**src/rtl/rgmii_tx_pkg.sv**
```systemverilog
// Shared types and helpers for the RGMII transmit serializer.
package rgmii_tx_pkg;

  typedef enum logic {
    MODE_GIG = 1'b0,
    MODE_MII = 1'b1
  } tx_mode_e;

  typedef enum logic {
    LOW_NIB  = 1'b0,
    HIGH_NIB = 1'b1
  } nib_state_e;

  localparam int MII_DIV_DEFAULT = 5;

  function automatic logic tx_ctl_fall_f(input logic dv, input logic er);
    return dv ^ er;
  endfunction

endpackage

```
**src/rtl/rgmii_tx_clk_div.sv**
```systemverilog
// Nibble-period divider for 10/100 mode: counts 0..MII_DIV-1, flags the
// last cycle of a nibble and produces the TXC level for the current cycle.
module rgmii_tx_clk_div
  import rgmii_tx_pkg::*;
#(
  parameter int MII_DIV = MII_DIV_DEFAULT
) (
  input  logic clk,
  input  logic reset,
  input  logic run,
  input  logic restart,
  output logic nib_end,
  output logic txc_level
);

  localparam int CW = (MII_DIV > 2) ? $clog2(MII_DIV) : 1;
  localparam logic [CW-1:0] CNT_MAX  = CW'(MII_DIV - 1);
  localparam logic [CW-1:0] TXC_HIGH = CW'((MII_DIV + 1) / 2);

  logic [CW-1:0] div_cnt_q;
  logic [CW-1:0] div_cnt_d;

  // Parks at CNT_MAX when not running so the next accept is immediate.
  always_comb begin
    div_cnt_d = div_cnt_q;
    if (restart) begin
      div_cnt_d = '0;
    end else if (run && !nib_end) begin
      div_cnt_d = div_cnt_q + CW'(1);
    end
  end

  always_ff @(posedge clk or posedge reset) begin
    if (reset) begin
      div_cnt_q <= CNT_MAX;
    end else begin
      div_cnt_q <= div_cnt_d;
    end
  end

  assign nib_end   = (div_cnt_q == CNT_MAX);
  assign txc_level = (div_cnt_q < TXC_HIGH);

endmodule

```
**src/rtl/rgmii_tx_serializer.sv**
```systemverilog
// Byte stream to RGMII rise/fall nibble pairs; gigabit DDR always, 10/100
// nibble mode only when RGMII_TX_MII_EN is defined.
module rgmii_tx_serializer
  import rgmii_tx_pkg::*;
#(
  parameter int MII_DIV = MII_DIV_DEFAULT
) (
  input  logic       clk,
  input  logic       reset,
  input  logic       mii_select,
  input  logic [7:0] rgmii_mac_tx_data,
  input  logic       rgmii_mac_tx_dv,
  input  logic       rgmii_mac_tx_er,
  output logic       rgmii_mac_tx_rdy,
  output logic [3:0] txd_rise,
  output logic [3:0] txd_fall,
  output logic       tx_ctl_rise,
  output logic       tx_ctl_fall,
  output logic       txc_rise,
  output logic       txc_fall
);

  if (MII_DIV < 2) begin : g_bad_div
    $error("rgmii_tx_serializer: MII_DIV must be at least 2");
  end

  logic       active_q, active_d;
  logic [3:0] txd_rise_q, txd_rise_d;
  logic [3:0] txd_fall_q, txd_fall_d;
  logic       ctl_rise_q, ctl_rise_d;
  logic       ctl_fall_q, ctl_fall_d;
  logic       txc_gig_q, txc_gig_d;
  logic       accept;
  tx_mode_e   mode_q;

`ifdef RGMII_TX_MII_EN
  tx_mode_e   mode_d;
  nib_state_e state_q, state_d;
  logic [3:0] byte_hi_q, byte_hi_d;
  logic       div_run;
  logic       div_restart;
  logic       nib_end;
  logic       div_txc;

  rgmii_tx_clk_div #(
    .MII_DIV (MII_DIV)
  ) u_clk_div (
    .clk       (clk),
    .reset     (reset),
    .run       (div_run),
    .restart   (div_restart),
    .nib_end   (nib_end),
    .txc_level (div_txc)
  );

  assign div_run = (mode_q == MODE_MII);

  // In gigabit mode the divider stays parked at HIGH_NIB/terminal count.
  assign rgmii_mac_tx_rdy = active_q &&
                            ((mode_q == MODE_GIG) || ((state_q == HIGH_NIB) && nib_end));
`else
  logic unused_mii_select;

  assign unused_mii_select = mii_select;
  assign mode_q            = MODE_GIG;
  assign rgmii_mac_tx_rdy  = active_q;
`endif

  assign accept = rgmii_mac_tx_rdy;

  always_comb begin
    active_d   = 1'b1;
    txd_rise_d = txd_rise_q;
    txd_fall_d = txd_fall_q;
    ctl_rise_d = ctl_rise_q;
    ctl_fall_d = ctl_fall_q;
    txc_gig_d  = txc_gig_q;
`ifdef RGMII_TX_MII_EN
    mode_d      = mode_q;
    state_d     = state_q;
    byte_hi_d   = byte_hi_q;
    div_restart = 1'b0;
    if (accept) begin
      mode_d     = mii_select ? MODE_MII : MODE_GIG;
      byte_hi_d  = rgmii_mac_tx_data[7:4];
      ctl_rise_d = rgmii_mac_tx_dv;
      ctl_fall_d = tx_ctl_fall_f(rgmii_mac_tx_dv, rgmii_mac_tx_er);
      if (mii_select) begin
        state_d     = LOW_NIB;
        div_restart = 1'b1;
        txd_rise_d  = rgmii_mac_tx_data[3:0];
        txd_fall_d  = rgmii_mac_tx_data[3:0];
        txc_gig_d   = 1'b0;
      end else begin
        state_d    = HIGH_NIB;
        txd_rise_d = rgmii_mac_tx_data[3:0];
        txd_fall_d = rgmii_mac_tx_data[7:4];
        txc_gig_d  = 1'b1;
      end
    end else if ((mode_q == MODE_MII) && (state_q == LOW_NIB) && nib_end) begin
      state_d     = HIGH_NIB;
      div_restart = 1'b1;
      txd_rise_d  = byte_hi_q;
      txd_fall_d  = byte_hi_q;
    end
`else
    if (accept) begin
      txd_rise_d = rgmii_mac_tx_data[3:0];
      txd_fall_d = rgmii_mac_tx_data[7:4];
      ctl_rise_d = rgmii_mac_tx_dv;
      ctl_fall_d = tx_ctl_fall_f(rgmii_mac_tx_dv, rgmii_mac_tx_er);
      txc_gig_d  = 1'b1;
    end
`endif
  end

  always_ff @(posedge clk or posedge reset) begin
    if (reset) begin
      active_q   <= 1'b0;
      txd_rise_q <= 4'h0;
      txd_fall_q <= 4'h0;
      ctl_rise_q <= 1'b0;
      ctl_fall_q <= 1'b0;
      txc_gig_q  <= 1'b0;
    end else begin
      active_q   <= active_d;
      txd_rise_q <= txd_rise_d;
      txd_fall_q <= txd_fall_d;
      ctl_rise_q <= ctl_rise_d;
      ctl_fall_q <= ctl_fall_d;
      txc_gig_q  <= txc_gig_d;
    end
  end

`ifdef RGMII_TX_MII_EN
  always_ff @(posedge clk or posedge reset) begin
    if (reset) begin
      mode_q    <= MODE_GIG;
      state_q   <= HIGH_NIB;
      byte_hi_q <= 4'h0;
    end else begin
      mode_q    <= mode_d;
      state_q   <= state_d;
      byte_hi_q <= byte_hi_d;
    end
  end

  assign txc_rise = (mode_q == MODE_MII) ? div_txc : txc_gig_q;
  assign txc_fall = (mode_q == MODE_MII) ? div_txc : 1'b0;
`else
  assign txc_rise = (mode_q == MODE_GIG) && txc_gig_q;
  assign txc_fall = 1'b0;
`endif

  assign txd_rise    = txd_rise_q;
  assign txd_fall    = txd_fall_q;
  assign tx_ctl_rise = ctl_rise_q;
  assign tx_ctl_fall = ctl_fall_q;

endmodule
```
**config.mk**
```make
export PLATFORM = sky130hd
export DESIGN_NAME = rgmii_tx_serializer
export DESIGN_NICKNAME = d
export VERILOG_FILES = /design/src/rtl/rgmii_tx_pkg.sv /design/src/rtl/rgmii_tx_clk_div.sv /design/src/rtl/rgmii_tx_serializer.sv
export SDC_FILE = /design/constraint.sdc
export NUM_CORES = 1
export LEC_CHECK = 0
export BUFFER_PORTS_ARGS = -buffer_cell sky130_fd_sc_hd__buf_2
export CORE_AREA = 5 5 43 45
export CTS_CLUSTER_DIAMETER = 120
export DETAILED_ROUTE_END_ITERATION = 12
export DIE_AREA = 0 0 48 50
export GPL_TIMING_DRIVEN = 0
export PLACE_DENSITY = 0.62
export SYNTH_ARGS = -nofsm -noshare
export SYNTH_HDL_FRONTEND = slang
export SYNTH_SLANG_ARGS = --single-unit
export TNS_END_PERCENT = 50
```
**constraint.sdc**
```tcl
create_clock -name clk -period 1 [get_ports clk]
set_clock_uncertainty 0.05 [all_clocks]
set_input_delay 0 -clock clk [delete_from_list [all_inputs] [get_ports clk]]
set_output_delay 0 -clock clk [all_outputs]
set_load 0.03 [all_outputs]
```
==> impl_metrics.ini <==
[status]
status = complete, but fails checks
violations = negative setup slack

[global_route]
grt_pass1_vias = 353
grt_max_degree = 13
overflow = 0
grt_pass1_wl_mm = 1.41
antenna_found_initial = 0
grt.total_usage_pct = 8.23

[sta]
final-setup-viol-count = 8
hold_violations = 0
worst_hold_slack_ns = 0.220
rsz0062_at_grt = true
finalMaxSlewViolations = 0
worst_slack_ns = -0.0563
fmax_mhz = 947
fin_tns_setup_ns = -0.344
fin_crit_sh_pct = 106
finalCriticalPeriod_ns = 1.06

[yosys]
ys.flop_type = dfrtp_1
yosysTopAreaCell = dfrtp_1
syn_area_um2 = 482
synthCells = 30
synth_warnings = 0
synth_cell_types = 11
synth_edf_count = 0
syn_nets = 43
ys_seq_area_share_pct = 62.3
synth.avg_cell_area_um2 = 16.1
async_flop_share_pct = 100
ys_ff_latch = 12
synth_top_area_share_pct = 62.3
synth_commonest_cells = dfrtp_1, mux2_4, conb_1, mux2_2
yosys.cell_count.top_type = dfrtp_1
synth.area.top_cells = dfrtp_1, mux2_4, mux2_2, buf_6, xnor2_1

[clock_network]
cts_htree_levels = 1
cts_num_sinks = 12
tritoncts = yes
clock_latency_ns = 0.26
clockRootBuffer = clkbuf_4
clockBufferDepth = 2
clk_pin_slew_ns = 0.07
cts_made_buffers = 3

[setup_path]
r2r_setup_slack_ns = -0.06
cp_slowest_stage_delay_ns = 0.43
arrival_ns = 1.15
path_max_fanout = 10
r2r-end = txd_rise[1]$_DFFE_PP0P_
worstPathBufferInverterCount = 1
cp-start-kind = flip-flop
crit_type = flip-flop to flip-flop
path_cells = buf_8, mux2_4
r2r-start = rgmii_mac_tx_rdy$_DFF_PP0_
slowest_stage = dfrtp_2
worstPathRequired_ns = 1.10
rr_worst_depth = 2
critPathTopFamily = flip-flops
crit_path_end_kind = flip-flop

[route]
vias = 359
wl_um = 971
drt_iter0_drc = 2
ant_nets = 0
detail_route.wl_per_cell_um = 11.4
drc = 0
routed_via_density = 4.22
dr.pass1.iters = 2

[placement]
io_buffers = 23
globalplace.congestion = 0.624
hpwl_um = 692
placed_area_um2 = 618
place_inst = 69

[min_path]
hold_path_class = input pin to async pin

[power_and_ir_drop]
leakage_nw = 0.392
vdd.ir_drop.worst_mv = 0.674
power_density_nw_per_um2 = 1560

[floorplanning]
dieArea_um2 = 2400
io_pins = 26
die-width_um = 48
initial_core_util_pct = 33.5
core_um2 = 1440
rows = 14
chipHeight_um = 50

[finish]
layout-drive-gt1-share_pct = 58.0
finish.cell_count_without_fillers = 85
post-route-cell-area_um2 = 776
diodes = 0
syn_to_final_growth_pct = 61.0
final.fill_count = 132
nets = 83

[job]
drv_cap = 0
-- metal layers --
layer | wire length (um) | up-vias | track usage, %
met5 | 0 | - | 0
met4 | 0 | 0 | 2.69
met3 | 99 | 0 | 3.27
met2 | 477 | 15 | 13.4
met1 | 395 | 170 | 9.42
li1 | - | 174 | -
-- flip-flops by register name (all words and copies together) (netlist names) --
register and cells:
txd_rise 4, tx_ctl_fall 1, tx_ctl_rise 1, rgmii_mac_tx_rdy 1, txd_fall 4, txc_rise 1
-- how the worst max path moves through the flow --
| stage | start | end | slack, ns | cells after the start |
|---|---|---|---|---|
| finish | rgmii_mac_tx_rdy$_DFF_PP0_ | txd_rise[1]$_DFFE_PP0P_ | -0.06 | 2 |
| global route | rgmii_mac_tx_rdy$_DFF_PP0_ | txd_rise[1]$_DFFE_PP0P_ | -0.07 | 2 |
| CTS | rgmii_mac_tx_rdy$_DFF_PP0_ | txd_rise[1]$_DFFE_PP0P_ | -0.06 | 2 |
| detailed placement | rgmii_mac_tx_rdy$_DFF_PP0_ | txd_rise[1]$_DFFE_PP0P_ | -0.06 | 2 |
| global placement | rgmii_mac_tx_rdy$_DFF_PP0_ | txd_fall[1]$_DFFE_PP0P_ | -0.05 | 2 |
| floorplan | rgmii_mac_tx_rdy$_DFF_PP0_ | txd_fall[0]$_DFFE_PP0P_ | -0.11 | 2 |
-- power by group --
| part | internal (mW) | switching, mW |
|---|---|---|
| logic | 0.137 | 0.157 |
| clock network | 0.221 | 0.145 |
| registers | 0.529 | 0.0223 |
| total | 0.886 | 0.324 |
-- cells in the final DEF (no fill, tap or decap), drive strengths merged --
master / n
dfrtp: 12
xnor2: 1
nor2: 1
inv: 1
conb: 2
buf: 26
dlygate4sd3: 11
a21oi: 1
or2: 1
clkbuf: 4
mux2: 9
-- what timing repair did --
action,in CTS,in global routing
endpoints found under the hold margin,22,0
pin swaps,0,0
setup buffers,1,0
hold buffers,11,0
setup endpoints to repair,8,8
resized for setup,0,1
-- per-stage QoR --
step	utilization [%]	power [mW]	setup slack [ns]
after floorplan	-	0.738	-0.112
after global placement	43.0	0.814	-0.0488
after detailed placement	43.0	0.820	-0.0583
after CTS	53.7	1.23	-0.0593
after global routing	54.0	1.29	-0.0652
final	54.0	1.21	-0.0563
-- cells by family (layout without fill, tap and decap cells) --
family	Yosys count	after routing	share of synthesized area, %
AOI/OAI and AO/OA	1	1	1.04
xor gates and xnor gates	1	1	1.82
buffers and inverters	3	42	4.67
DFF	12	12	62.3
muxes	9	9	26.5
other	2	2	1.56
and+or+nand+nor	2	2	2.08
-- worst reg2reg max path: stages (launching register included) --
cell	delay [ns]
dfrtp_2	0.43
buf_8	0.16
mux2_4	0.30
-- cell type report --
cell class | instances | area [um^2] | share of cell area, %
clock buffers | 4 | 36.3 | 4.68
inverters | 1 | 3.75 | 0.484
multi-input cells | 15 | 159 | 20.5
repair buffers | 35 | 233 | 30.0
plain buffers | 2 | 22.5 | 2.90
well taps | 16 | 20.0 | 2.58
flip-flops and latches | 12 | 302 | 38.9
Note: power is estimated with default switching activity, not from simulation.
